### src/rtl/uart_tx_sched_if.sv
// Byte-source / transmitter-side signal bundle for uart_tx_sched.
// The master modport is the scheduler; slave is the requester/transmitter side.
interface uart_tx_sched_if #(
   parameter int N_REQ = 4
) ();
   logic [N_REQ-1:0]   req;
   logic [8*N_REQ-1:0] req_data;
   logic [N_REQ-1:0]   ack;
   logic [7:0]         data_out;
   logic               flag_out;
   logic               busy;
   logic [2:0]         grant_id;

   modport master (
      input  req, req_data,
      output ack, data_out, flag_out, busy, grant_id
   );

   modport slave (
      output req, req_data,
      input  ack, data_out, flag_out, busy, grant_id
   );
endinterface

### src/rtl/uart_tx_sched.sv
// Round-robin scheduler sharing one busy-less 8N1 UART transmitter among N_REQ byte sources.
// Define UART_SCHED_FIXED_PRIO_EN for fixed priority (lowest index wins, no rr pointer).
module uart_tx_sched #(
   parameter int CLK        = 50000000,
   parameter int BAUD       = 115200,
   parameter int N_REQ      = 4,
   parameter int FRAME_BITS = 10,
   parameter int GUARD_CYC  = 2
) (
   input  logic            clk,
   input  logic            rstn,
   uart_tx_sched_if.master bus
);
   localparam int FRAME_CYC = (CLK / BAUD) * FRAME_BITS + GUARD_CYC;
   localparam int CW        = $clog2(FRAME_CYC + 1);

   localparam logic [1:0] S_IDLE   = 2'd0;
   localparam logic [1:0] S_LAUNCH = 2'd1;
   localparam logic [1:0] S_WAIT   = 2'd2;

   logic [1:0]       state_q, state_d;
   logic [CW-1:0]    cnt_q, cnt_d;
   logic [N_REQ-1:0] ack_q, ack_d;
   logic [7:0]       data_q, data_d;
   logic             flag_q, flag_d;
   logic             busy_q, busy_d;
   logic [2:0]       gid_q, gid_d;
`ifndef UART_SCHED_FIXED_PRIO_EN
   logic [2:0]       ptr_q, ptr_d;
`endif

   logic [7:0]       req_s;
   logic [63:0]      rdat_s;
   logic [7:0]       onehot_s;
   logic [2:0]       win_s;
   logic             hit_s;

   // Zero-pad request lanes to 8 so lanes >= N_REQ read as absent
   always_comb begin
      req_s                  = 8'd0;
      req_s[N_REQ-1:0]       = bus.req;
      rdat_s                 = 64'd0;
      rdat_s[8*N_REQ-1:0]    = bus.req_data;
      onehot_s               = 8'd1 << win_s;
   end

   // Winner search: first pending lane starting at the pointer (or at lane 0)
   always_comb begin
      logic [3:0] raw;
      logic [2:0] idx;
      logic       take;
      win_s = 3'd0;
      hit_s = 1'b0;
      for (int k = 0; k < N_REQ; k++) begin
`ifdef UART_SCHED_FIXED_PRIO_EN
         raw = 4'(k);
`else
         raw = {1'b0, ptr_q} + 4'(k);
`endif
         idx   = (raw >= 4'(N_REQ)) ? 3'(raw - 4'(N_REQ)) : raw[2:0];
         take  = !hit_s && req_s[idx];
         win_s = take ? idx : win_s;
         hit_s = hit_s | take;
      end
   end

   // Frame sequencer; counter holds FRAME_CYC-1 during LAUNCH so LAUNCH+WAIT spans FRAME_CYC clocks
   always_comb begin
      state_d = state_q;
      cnt_d   = cnt_q;
      ack_d   = {N_REQ{1'b0}};
      data_d  = data_q;
      flag_d  = 1'b0;
      busy_d  = busy_q;
      gid_d   = gid_q;
`ifndef UART_SCHED_FIXED_PRIO_EN
      ptr_d   = ptr_q;
`endif
      case (state_q)
         S_IDLE: begin
            if (hit_s) begin
               data_d  = rdat_s[{win_s, 3'b000} +: 8];
               gid_d   = win_s;
               ack_d   = onehot_s[N_REQ-1:0];
               flag_d  = 1'b1;
               busy_d  = 1'b1;
               cnt_d   = CW'(FRAME_CYC - 1);
               state_d = S_LAUNCH;
`ifndef UART_SCHED_FIXED_PRIO_EN
               ptr_d   = (win_s == 3'(N_REQ - 1)) ? 3'd0 : win_s + 3'd1;
`endif
            end else begin
               busy_d  = 1'b0;
            end
         end
         S_LAUNCH: begin
            cnt_d   = cnt_q - CW'(1);
            state_d = S_WAIT;
         end
         S_WAIT: begin
            if (cnt_q == CW'(0)) begin
               busy_d  = 1'b0;
               state_d = S_IDLE;
            end else begin
               cnt_d   = cnt_q - CW'(1);
            end
         end
         default: begin
            busy_d  = 1'b0;
            state_d = S_IDLE;
         end
      endcase
   end

   // State and output registers with synchronous active-low reset
   always_ff @(posedge clk) begin
      if (!rstn) begin
         state_q <= S_IDLE;
         cnt_q   <= CW'(0);
         ack_q   <= {N_REQ{1'b0}};
         data_q  <= 8'h00;
         flag_q  <= 1'b0;
         busy_q  <= 1'b0;
         gid_q   <= 3'd0;
`ifndef UART_SCHED_FIXED_PRIO_EN
         ptr_q   <= 3'd0;
`endif
      end else begin
         state_q <= state_d;
         cnt_q   <= cnt_d;
         ack_q   <= ack_d;
         data_q  <= data_d;
         flag_q  <= flag_d;
         busy_q  <= busy_d;
         gid_q   <= gid_d;
`ifndef UART_SCHED_FIXED_PRIO_EN
         ptr_q   <= ptr_d;
`endif
      end
   end

   assign bus.ack      = ack_q;
   assign bus.data_out = data_q;
   assign bus.flag_out = flag_q;
   assign bus.busy     = busy_q;
   assign bus.grant_id = gid_q;
endmodule
### src/flat_wrapper.sv
// flat-port wrapper written by rule: the top's interface ports become plain ports
module uart_tx_sched_flat 
#(
   parameter int CLK        = 50000000,
   parameter int BAUD       = 115200,
   parameter int N_REQ      = 4,
   parameter int FRAME_BITS = 10,
   parameter int GUARD_CYC  = 2
)
  (clk, rstn, bus_req, bus_req_data, bus_ack, bus_data_out, bus_flag_out, bus_busy, bus_grant_id);
  uart_tx_sched_if #(.N_REQ(N_REQ)) bus_i ();
  input  logic clk;
  input  logic rstn;
  input wire logic [$bits(bus_i.req)-1:0] bus_req;
  input wire logic [$bits(bus_i.req_data)-1:0] bus_req_data;
  output wire logic [$bits(bus_i.ack)-1:0] bus_ack;
  output wire logic [$bits(bus_i.data_out)-1:0] bus_data_out;
  output wire logic [$bits(bus_i.flag_out)-1:0] bus_flag_out;
  output wire logic [$bits(bus_i.busy)-1:0] bus_busy;
  output wire logic [$bits(bus_i.grant_id)-1:0] bus_grant_id;
  assign bus_i.req = bus_req;
  assign bus_i.req_data = bus_req_data;
  assign bus_ack = bus_i.ack;
  assign bus_data_out = bus_i.data_out;
  assign bus_flag_out = bus_i.flag_out;
  assign bus_busy = bus_i.busy;
  assign bus_grant_id = bus_i.grant_id;
  uart_tx_sched #(.CLK(CLK), .BAUD(BAUD), .N_REQ(N_REQ), .FRAME_BITS(FRAME_BITS), .GUARD_CYC(GUARD_CYC)) u_core (.clk(clk), .rstn(rstn), .bus(bus_i));
endmodule
### config.mk
export PLATFORM = sky130hd
export DESIGN_NAME = uart_tx_sched_flat
export DESIGN_NICKNAME = d
export VERILOG_FILES = /design/src/rtl/uart_tx_sched_if.sv /design/src/rtl/uart_tx_sched.sv /design/src/flat_wrapper.sv
export SDC_FILE = /design/constraint.sdc
export NUM_CORES = 1
export LEC_CHECK = 0
export ABC_CLOCK_PERIOD_IN_PS = 4100
export CORE_UTILIZATION = 50
export CTS_BUF_LIST = sky130_fd_sc_hd__clkbuf_8
export CTS_CLUSTER_SIZE = 8
export DETAILED_ROUTE_END_ITERATION = 10
export GPL_ROUTABILITY_DRIVEN = 0
export GPL_TIMING_DRIVEN = 0
export PLACE_DENSITY = 0.82
export REMOVE_ABC_BUFFERS = 1
export SLEW_MARGIN = 20
export SYNTH_ARGS = -nofsm -noshare
export SYNTH_HDL_FRONTEND = slang
export SYNTH_SLANG_ARGS = --single-unit
export TNS_END_PERCENT = 20
### constraint.sdc
create_clock -name clk -period 4.1 [get_ports clk]
set_input_delay 0.82 -clock clk [delete_from_list [all_inputs] [get_ports clk]]
set_output_delay 0.82 -clock clk [all_outputs]
set_load 0.01 [all_outputs]
# [Yosys cells after proc, flatten, opt, wreduce, memory -nomap -nowiden]
# Index checks and enable logic that the tools add are counted.
[totals] regBits=35 inputBits=38 output_inout_bits=17 wordCells=78
[op_classes] add_sub_neg=9 order_cmp=8 n_eq_ne=6 shift=2 muxes=26 n_bitwise=4 n_reduce_logical=15
[ops] operator="indexed part select 64 x 7 -> 8 bit" count=1
[ops] operator="case mux 13 bit (3 select lines)" count=1
[ops] operator="2-to-1 mux 3 bit" count=9
[ops] operator="2-to-1 mux 13 bit" count=2
[ops] operator="less-than comparator 3 x 4 -> 1 bit (second input constant)" count=4
[ops] operator="logical NOT 13 bit" count=1
[ops] operator="subtractor 13 x 1 -> 13 bit (second input constant)" count=1
[ops] operator="binary-select mux 1 bit (select 3 bit)" count=4
[ops] operator="greater-or-equal comparator 4 x 3 -> 1 bit (second input constant)" count=3
[ops] operator="subtractor 3 bit (second input constant)" count=4
[ops] operator="adder 3 x 2 -> 4 bit (second input constant)" count=2
[ops] operator="AND reduction 2 bit" count=4
[ops] operator="2-to-1 mux 1 bit" count=6
[ops] operator="case mux 2 bit (3 select lines)" count=1
[ops] operator="AND reduction 3 bit" count=2
[ops] operator="adder 3 x 1 -> 4 bit (second input constant)" count=1
[ops] operator="2-to-1 mux 2 bit" count=2
[ops] operator="!= test 2 x 1 -> 1 bit (second input constant)" count=2
[ops] operator="left shift 1 x 3 -> 4 bit (first input constant)" count=1
[ops] operator="adder 3 x 1 -> 3 bit (second input constant)" count=1
[ops] operator="equality test 3 x 2 -> 1 bit (second input constant)" count=1
[ops] operator="greater-or-equal comparator 3 bit (second input constant)" count=1
[ops] operator="logical AND 1 bit" count=3
[ops] operator="logical NOT 1 bit" count=3
[ops] operator="8 further kinds" count=10

# [Depth between registers and ports, before layout]
# Gate-level depths: netlist (run 1).
[depth] depth_word=15 ltp_mapped=14 mapped_depth_nobuf=10

# [Worst setup path after synthesis (run 1)]
# Ideal clock, no wire load.
[synth_path] path_kind="register -> register" start="register u_core.ptr_q[1]" end="register u_core.ptr_q[1]" setup_time_ns=0.132 arrival_ns=2.756 required_ns=3.968 slack_ns=1.211 path_stages_with_launch=15 path_buffers=4 period_less_slack_ns=2.889 path_cell_list="dfxtp_1 > clkbuf_1 > inv_1 > ha_1 > buf_2 > mux4_2 > a221o_2 > nor2_8 > or3_4 > buf_12 > buf_12 > inv_1 > ha_1 > nand2_1 > a21oi_1"
[synth_via] elab_chain_cells=15 elab_cells_between_ends=40 classes_between="8 x add/sub; 4 x order compare; 1 x eq/ne; 17 x mux; 3 x bitwise; 7 x reduce/logical"
[synth_rtl] element="from (decl)" line_no="uart_tx_sched.sv:29" rtl="logic [2:0] ptr_q, ptr_d;"
[synth_rtl] element="from (signal assigned)" line_no="uart_tx_sched.sv:137" rtl="ptr_q <= ptr_d;"
[synth_rtl] element="adder 3 x 1 -> 4 bit, or another cell as far along" line_no="uart_tx_sched.sv:58" rtl="raw = {1'b0, ptr_q} + 4'(k);"
[synth_rtl] element="greater-or-equal comparator 4 x 3 -> 1 bit, or another cell as far along" line_no="uart_tx_sched.sv:60" rtl="idx = (raw >= 4'(N_REQ)) ? 3'(raw - 4'(N_REQ)) : raw[2:0];"
[synth_rtl] element="2-to-1 mux 3 bit or binary-select mux 1 bit (select 3 bit) (tied branches)" line_no="uart_tx_sched.sv:60, uart_tx_sched.sv:61"
[synth_rtl] element="binary-select mux 1 bit (select 3 bit) or 2-to-1 mux 1 bit (tied branches)" line_no="uart_tx_sched.sv:61" rtl="take = !hit_s && req_s[idx];"
[synth_rtl] element="2-to-1 mux 1 bit (not written as such) or logical NOT 1 bit (tied branches)" line_no="uart_tx_sched.sv:61"
[synth_rtl] element="logical AND 1 bit" line_no="uart_tx_sched.sv:61"
[synth_rtl] element="OR 1 bit" line_no="uart_tx_sched.sv:63" rtl="hit_s = hit_s | take;"
[synth_rtl] element="logical NOT 1 bit" line_no="uart_tx_sched.sv:61"
[synth_rtl] element="logical AND 1 bit" line_no="uart_tx_sched.sv:61"
[synth_rtl] element="OR 1 bit" line_no="uart_tx_sched.sv:63"
[synth_rtl] element="logical NOT 1 bit" line_no="uart_tx_sched.sv:61"
[synth_rtl] element="logical AND 1 bit" line_no="uart_tx_sched.sv:61"
[synth_rtl] element="2-to-1 mux 3 bit (*)" line_no="uart_tx_sched.sv:62" rtl="win_s = take ? idx : win_s;"
[synth_rtl] element="named net u_core.win_s[0]" line_no="uart_tx_sched.sv:35" rtl="logic [2:0] win_s;"
[synth_rtl] element="adder 3 x 1 -> 3 bit or equality test 3 x 2 -> 1 bit (tied branches)" line_no="uart_tx_sched.sv:90" rtl="ptr_d = (win_s == 3'(N_REQ - 1)) ? 3'd0 : win_s + 3'd1;"
[synth_rtl] element="2-to-1 mux 3 bit (*)" line_no="uart_tx_sched.sv:90"
# Mark *: on every way through the listed nets, which the timed path passes. The rest lies on a longest branch. The select of a mux whose other input is x is not followed.
# A chain may end at the register's enable or synchronous reset.

# [Final worst setup path (run 1)]
[layout_path] start="register u_core.ptr_q[0]" end="register u_core.ptr_q[1]"
# Same word-level chain as after synthesis.

==> impl_metrics.tcl, run 1 <==
set metrics [dict create \
    outcome "completed" \
    cts_buffer_depth 2 \
    clkSlewWorstSetupHoldPaths_ps 70 \
    dr_total_vias 1890 \
    cts.sinks 35 \
    synth_compound_area_share_pct 19.9 \
    die_area_um2 4400 \
    fin_crit_ps 3230 \
    finalWorstSetupSlack_ps 868 \
    r2r_cells 10 \
    synthMuxAreaShare_pct 14.4 \
    most-common-layout-cells "54 x clkdlybuf4s50_1, 35 x dfxtp_1, 23 x nand2_1, 23 x mux2i_1, 18 x a21oi_1" \
    drt_iter0_markers 97 \
    clock-root-buffer "clkbuf_8" \
    ys_async_sr_fraction_pct 0 \
    drive_above_1_share_pct 7.91 \
    start_util_pct 51.7 \
    setup_tns_ps 0 \
    grt_max_degree 20 \
    drc 0 \
    utilization_pct 66.7 \
    cpMaxStageDelayCell "dfxtp_1" \
    grt.total_usage_pct 22.3 \
    skew_ps 6.32 \
    fin_nets 325 \
    die_height_um 66.3 \
    ant_nets 0 \
    finalHoldViolations 0 \
    cp-end-kind "register" \
    grt-ovfl-total 0 \
    cts_resized 0 \
    syn-mean-instance-area_um2 9.08 \
    critPathTopFamily "adder cells" \
    setup_viol 0 \
    crit_type "register to register" \
    hp-class "register to register" \
    crit_fanout 19 \
    cp.required_ps 4270 \
    ys_seq_area_share_pct 33.9 \
    crit_path_start_kind "register" \
    synth_cell_types 46 \
    yosys_register_bits 35 \
    synthSimpleGateAreaFrac_pct 19.8 \
    yosysWarningCount 0 \
    fin_crit_sh_pct 78.8 \
    layout_commonest_cell "clkdlybuf4s50_1" \
    area_delta_synth_final_pct 29.0 \
    cts_buffers 5 \
    max_cap_violations 0 \
    cts_setup_buffers 0 \
    power_density_nw_per_um2 665 \
    hpwl_um 3480 \
    post_drt_wl_per_cell_um 14.8 \
    netlist_instances 228 \
    synth_xor_area_share_pct 0 \
    worstPathCellList "inv_1, ha_1, mux4_2, a221o_2, nor2_8, or3_4, inv_1, ha_1, nand2_1, a21oi_1" \
    rows 23 \
    finalWirelength_um 4860 \
    holdWs_ps 465 \
    synth_edf_count 0 \
    leakagePower_nw 1.11 \
    cts.hold.buffers_added 0 \
    port_buffers 54 \
    ir_drop_uv 357 \
    cts-htree-levels 2 \
    io_pins 55 \
    synthAdderAreaFrac_pct 6.05 \
    firstDrtPassIters 4 \
    stdcell_area_um2 2670 \
    critPathArrivalTime_ps 3400 \
    ys.flop_type "dfxtp_1" \
    insertion_delay_ps 300 \
    core-area_um2 4000 \
    synth_area_um2 2070 \
    die_x_um 66.3 \
    slew_headroom_pct 62.3 \
    tightestPinTransition_ps 565 \
    rsz0062_at_grt "false" \
    synth_top_family_by_area "compound AO/OA/AOI/OAI gates" \
    vias_per_cell 5.76 \
    pre_cts_ws_ps 590 \
    timing.fmax_ghz 0.309 \
    place_area_um2 2580 \
    cts_tree "built" \
    timing.critical_path.buf_inv 2 \
    drv_slew 0 \
    grt_first_pass_wirelength_um 7450 \
    path_depth 10 \
    antenna_found_initial 0 \
    grt_pass1_vias 1672 \
    diodes 0 \
    whs_path_depth 2 \
    critPathMaxStageDelay_ps 620 \
]
==> sequential cells by signal (all words and copies together) (netlist names) <==
register,flops
u_core.bus.ack,4
u_core.bus.data_out,8
u_core.bus.busy,1
u_core.bus.flag_out,1
u_core.cnt_q,13
u_core.ptr_q,3
u_core.state_q,2
u_core.bus.grant_id,3
==> tightest hold or removal path: cells and delay by family, from the launching register on <==
| kind | cells | cell delay (ps) |
|---|---|---|
| AND/OR/NAND/NOR | 1 | 50 |
| AO/OA/AOI/OAI | 1 | 60 |
| flip-flops | 1 | 330 |
==> where the power goes <==
part	internal (mW)	leakage, nW	switching, mW
combinational	0.454	0.776	0.515
clock	0.116	0.0477	0.130
sequential	0.454	0.289	0.106
total	1.02	1.11	0.751
==> layout make-up <==
| class | instances | area [um^2] |
|---|---|---|
| flip-flops and latches | 35 | 701 |
| clock inverters | 3 | 15.0 |
| well taps | 50 | 62.6 |
| multi-input cells | 171 | 1240 |
| clock buffers | 5 | 68.8 |
| repair buffers | 54 | 541 |
| fillers | 343 | 1330 |
| inverters | 10 | 37.5 |
==> synthesized netlist by cell type, types with 2 or more instances <==
library cell / n / area, um^2
dfxtp_1: 35 / 701
mux2i_1: 23 / 230
nand2_1: 23 / 86.3
a21oi_1: 18 / 90.1
nor2_1: 12 / 45.0
ha_1: 10 / 125
inv_1: 10 / 37.5
o21ai_0: 9 / 45.0
o221ai_1: 8 / 70.1
clkbuf_1: 7 / 26.3
nand2b_1: 6 / 37.5
nand3_1: 5 / 25.0
nor3_1: 5 / 25.0
a311oi_1: 4 / 35.0
nor2b_1: 4 / 25.0
a21o_1: 3 / 22.5
and3_1: 3 / 18.8
nor4_1: 3 / 18.8
o31a_1: 3 / 26.3
or3_1: 3 / 18.8
and2_1: 2 / 12.5
buf_12: 2 / 40.0
buf_2: 2 / 10.0
mux2_2: 2 / 22.5
mux4_2: 2 / 45.0
nand3b_1: 2 / 15.0
nand4_1: 2 / 12.5
o221a_2: 2 / 22.5
==> final timing paths <==
| kind | startpoint | slack [ps] | end |
|---|---|---|---|
| min reg2reg | u_core.bus.data_out[1] | 460 | u_core.bus.data_out[1] |
| min | u_core.bus.data_out[1] | 460 | u_core.bus.data_out[1] |
| max reg2reg | u_core.ptr_q[0] | 870 | u_core.ptr_q[1] |
| max | u_core.ptr_q[0] | 870 | u_core.ptr_q[1] |
==> metrics by stage <==
step,cells,power (mW)
2_1_floorplan,216,1.23
3_3_place_gp,320,1.50
3_5_place_dp,320,1.52
4_1_cts,328,1.78
5_1_grt,328,1.90
6_report,328,1.78
==> metal layers <==
metal | share of wire, % | GRT usage (%) | routed length [um]
met1 | 45 | 26.8 | 2170
met2 | 50 | 37.9 | 2450
met3 | 3.5 | 4.31 | 168
met4 | 1.5 | 10.1 | 73
met5 | 0 | 0 | 0
==> logic make-up (layout without fill, tap and decap cells) <==
family | Yosys count | after routing
adders and majority gates | 10 | 10
DFF | 35 | 35
AOI/OAI and AO/OA | 57 | 57
and+or+nand+nor | 77 | 77
muxes | 27 | 27
buffers and inverters | 22 | 72
No activity file was read; power rests on OpenSTA's default activity.
==> run 2, diff against run 1 <==
Settings changed: ABC_CLOCK_PERIOD_IN_PS 4100 to 2600, CORE_UTILIZATION 50 to 45, PLACE_DENSITY 0.82 to 0.78.
Clock period 4.1 ns to 2.6 ns, I/O delays scaled along.
==> run 2 against run 1 <==
Effect of this change: global-route usage decreased by 0.96 points; die area rose by 11%; worst setup slack lost 760 ps; sequential share of layout area is 1.5 points lower; critical path depth decreased by 1; flip-flop and latch count did not move; cell count rose by 4.6%; utilization decreased by 1.5 points; final area increased by 7.2%; power grew 78%; wire length up 10%; critical path type unchanged.
==> impl_metrics.tcl, run 2 (same netlist as run 1, synthesis figures left out) <==
set metrics [dict create \
    outcome "completed" \
    max_cap_violations 0 \
    skew_ps 8.86 \
    rsz0062_at_grt "false" \
    cts_buffer_depth 2 \
    hpwl_um 3410 \
    grt.total_usage_pct 21.3 \
    crit_path_start_kind "register" \
    reg2reg_from "u_core.ptr_q[1]" \
    grt-ovfl-total 0 \
    insertion_delay_ps 290 \
    tightestPinTransition_ps 632 \
    final_cells 343 \
    cp-end-kind "register" \
    port_buffers 54 \
    fin_crit_sh_pct 95.7 \
    cp.required_ps 2750 \
    clkSlewWorstSetupHoldPaths_ps 80 \
    hp-class "register to register" \
    whs_path_depth 2 \
    critPathMaxStageDelay_ps 440 \
    ant_nets 0 \
    post_drt_wl_per_cell_um 15.6 \
    worstPathCellList "inv_1, ha_4, mux4_2, a221o_2, nor2_8, or3_4, buf_12, mux2i_1, o221ai_1" \
    r2r_slack_ps 110 \
    fin_nets 338 \
    core-area_um2 4380 \
    cts.hold.buffers_added 0 \
    finalWirelength_um 5340 \
    die_x_um 69.8 \
    leakagePower_nw 1.21 \
    largest_reg_flops 13 \
    die_height_um 69.8 \
    area_delta_synth_final_pct 38.2 \
    finalHoldViolations 0 \
    crit_fanout 7 \
    worstHoldStart "u_core.bus.data_out[3]" \
    antenna_found_initial 0 \
    r2r-end "u_core.bus.data_out[0]" \
    fin_crit_ps 2490 \
    io_pins 55 \
    drive_above_1_share_pct 14.4 \
    largest_register "u_core.cnt_q" \
    setup_tns_ps 0 \
    min_to "u_core.bus.data_out[3]" \
    start_util_pct 47.2 \
    cts_tree "built" \
    placed_cells 322 \
    most-common-layout-cells "50 x clkdlybuf4s50_1, 33 x dfxtp_1, 23 x nand2_1, 23 x mux2i_1, 18 x a21oi_1" \
    ir_drop_uv 665 \
    diodes 0 \
    cts_buffers 5 \
    vias_per_cell 5.65 \
    clock-root-buffer "clkbuf_8" \
    grt_max_degree 18 \
    slew_headroom_pct 57.9 \
    grt_pass1_vias 1779 \
    drt_iter0_markers 73 \
    dr_total_vias 1937 \
    cpMaxStageDelayCell "a221o_2" \
    critPathArrivalTime_ps 2640 \
    firstDrtPassIters 4 \
    die_area_um2 4870 \
    setup_viol 0 \
    grt_first_pass_wirelength_um 8400 \
    crit_type "register to register" \
    cts.sinks 35 \
    r2r_cells 9 \
    timing.fmax_ghz 0.402 \
    n_fill_cell 355 \
    drc 0 \
    power_density_nw_per_um2 1100 \
    layout_commonest_cell "clkdlybuf4s50_1" \
    rows 24 \
    cts-htree-levels 2 \
    drv_slew 0 \
]
-- run 2: cell types whose count changed in the layout (fill, tap and decap cells not counted), sizes merged --
cell           delta
clkdlybuf4s50     -4
bufinv            +1
dlygate4sd2       +4
clkinv            -1
buf              +13
-- run 2: final cells by class --
cell class	count	area (um^2)	share of cell area, %
inverters	10	37.5	1.31
flip-flops and latches	35	708	24.8
well taps	52	65.1	2.27
clock inverters	3	43.8	1.53
multi-input cells	171	1280	44.7
repair buffers	67	658	23.0
clock buffers	5	68.8	2.41
-- run 2: worst max path at each step --
stage / slack [ps] / startpoint / endpoint / cells after the start
finish: 110 / u_core.ptr_q[1] / u_core.bus.data_out[0] / 9
global route: 7 / u_core.ptr_q[1] / u_core.bus.data_out[0] / 9
CTS: 20 / u_core.ptr_q[1] / u_core.bus.data_out[0] / 9
detailed placement: -600 / bus_req[1] / u_core.ptr_q[1] / 9
global placement: -580 / bus_req[1] / u_core.ptr_q[1] / 9
floorplan: -240 / u_core.ptr_q[0] / u_core.ptr_q[1] / 10
-- run 2: worst max-delay path, delay by kind of cell (launching register included) --
| kind | cells | cell delay, ps |
|---|---|---|
| AOI/OAI and AO/OA | 2 | 580 |
| muxes | 2 | 500 |
| DFF | 1 | 380 |
| and+or+nand+nor | 2 | 360 |
| adders and majority gates | 1 | 290 |
| buffers and inverters | 2 | 210 |
-- run 2: metal layers --
layer  GRT usage (%)  part of all wire (%)  wire length, um  up-vias
met5               0                     0                0        -
met4            4.89                  0.99               53        0
met2            37.9                    52             2760       44
met1            25.8                    44             2350      922
li1                -                     -                -      965
met3            4.94                   3.4              184        6
-- run 2: where the power goes --
group / switching, mW / internal (mW) / leakage (nW)
sequential: 0.145 / 0.721 / 0.290
clock: 0.206 / 0.285 / 0.0581
combinational: 0.910 / 0.884 / 0.864
total: 1.26 / 1.89 / 1.21
-- run 2: repair_timing --
action / in CTS / in global routing
endpoints found under the setup margin: 32 / 16
setup buffers: 5 / 8
pin swaps: 3 / 3
gates resized for setup: 15 / 2
-- run 2: metrics by stage --
stage                     setup WS (ps)  instance area, um^2  hold slack, ps  utilization [%]  power [mW]
final                               113                 2860             470             65.2        3.15
after global routing               7.24                 2860             497             65.2        3.36
after global placement             -582                 2590             443             59.0        2.37
after CTS                          20.5                 2790             472             63.6        3.05
after floorplan                    -242                 1980             455                -        1.93
after detailed placement           -598                 2590             452             59.0        2.40
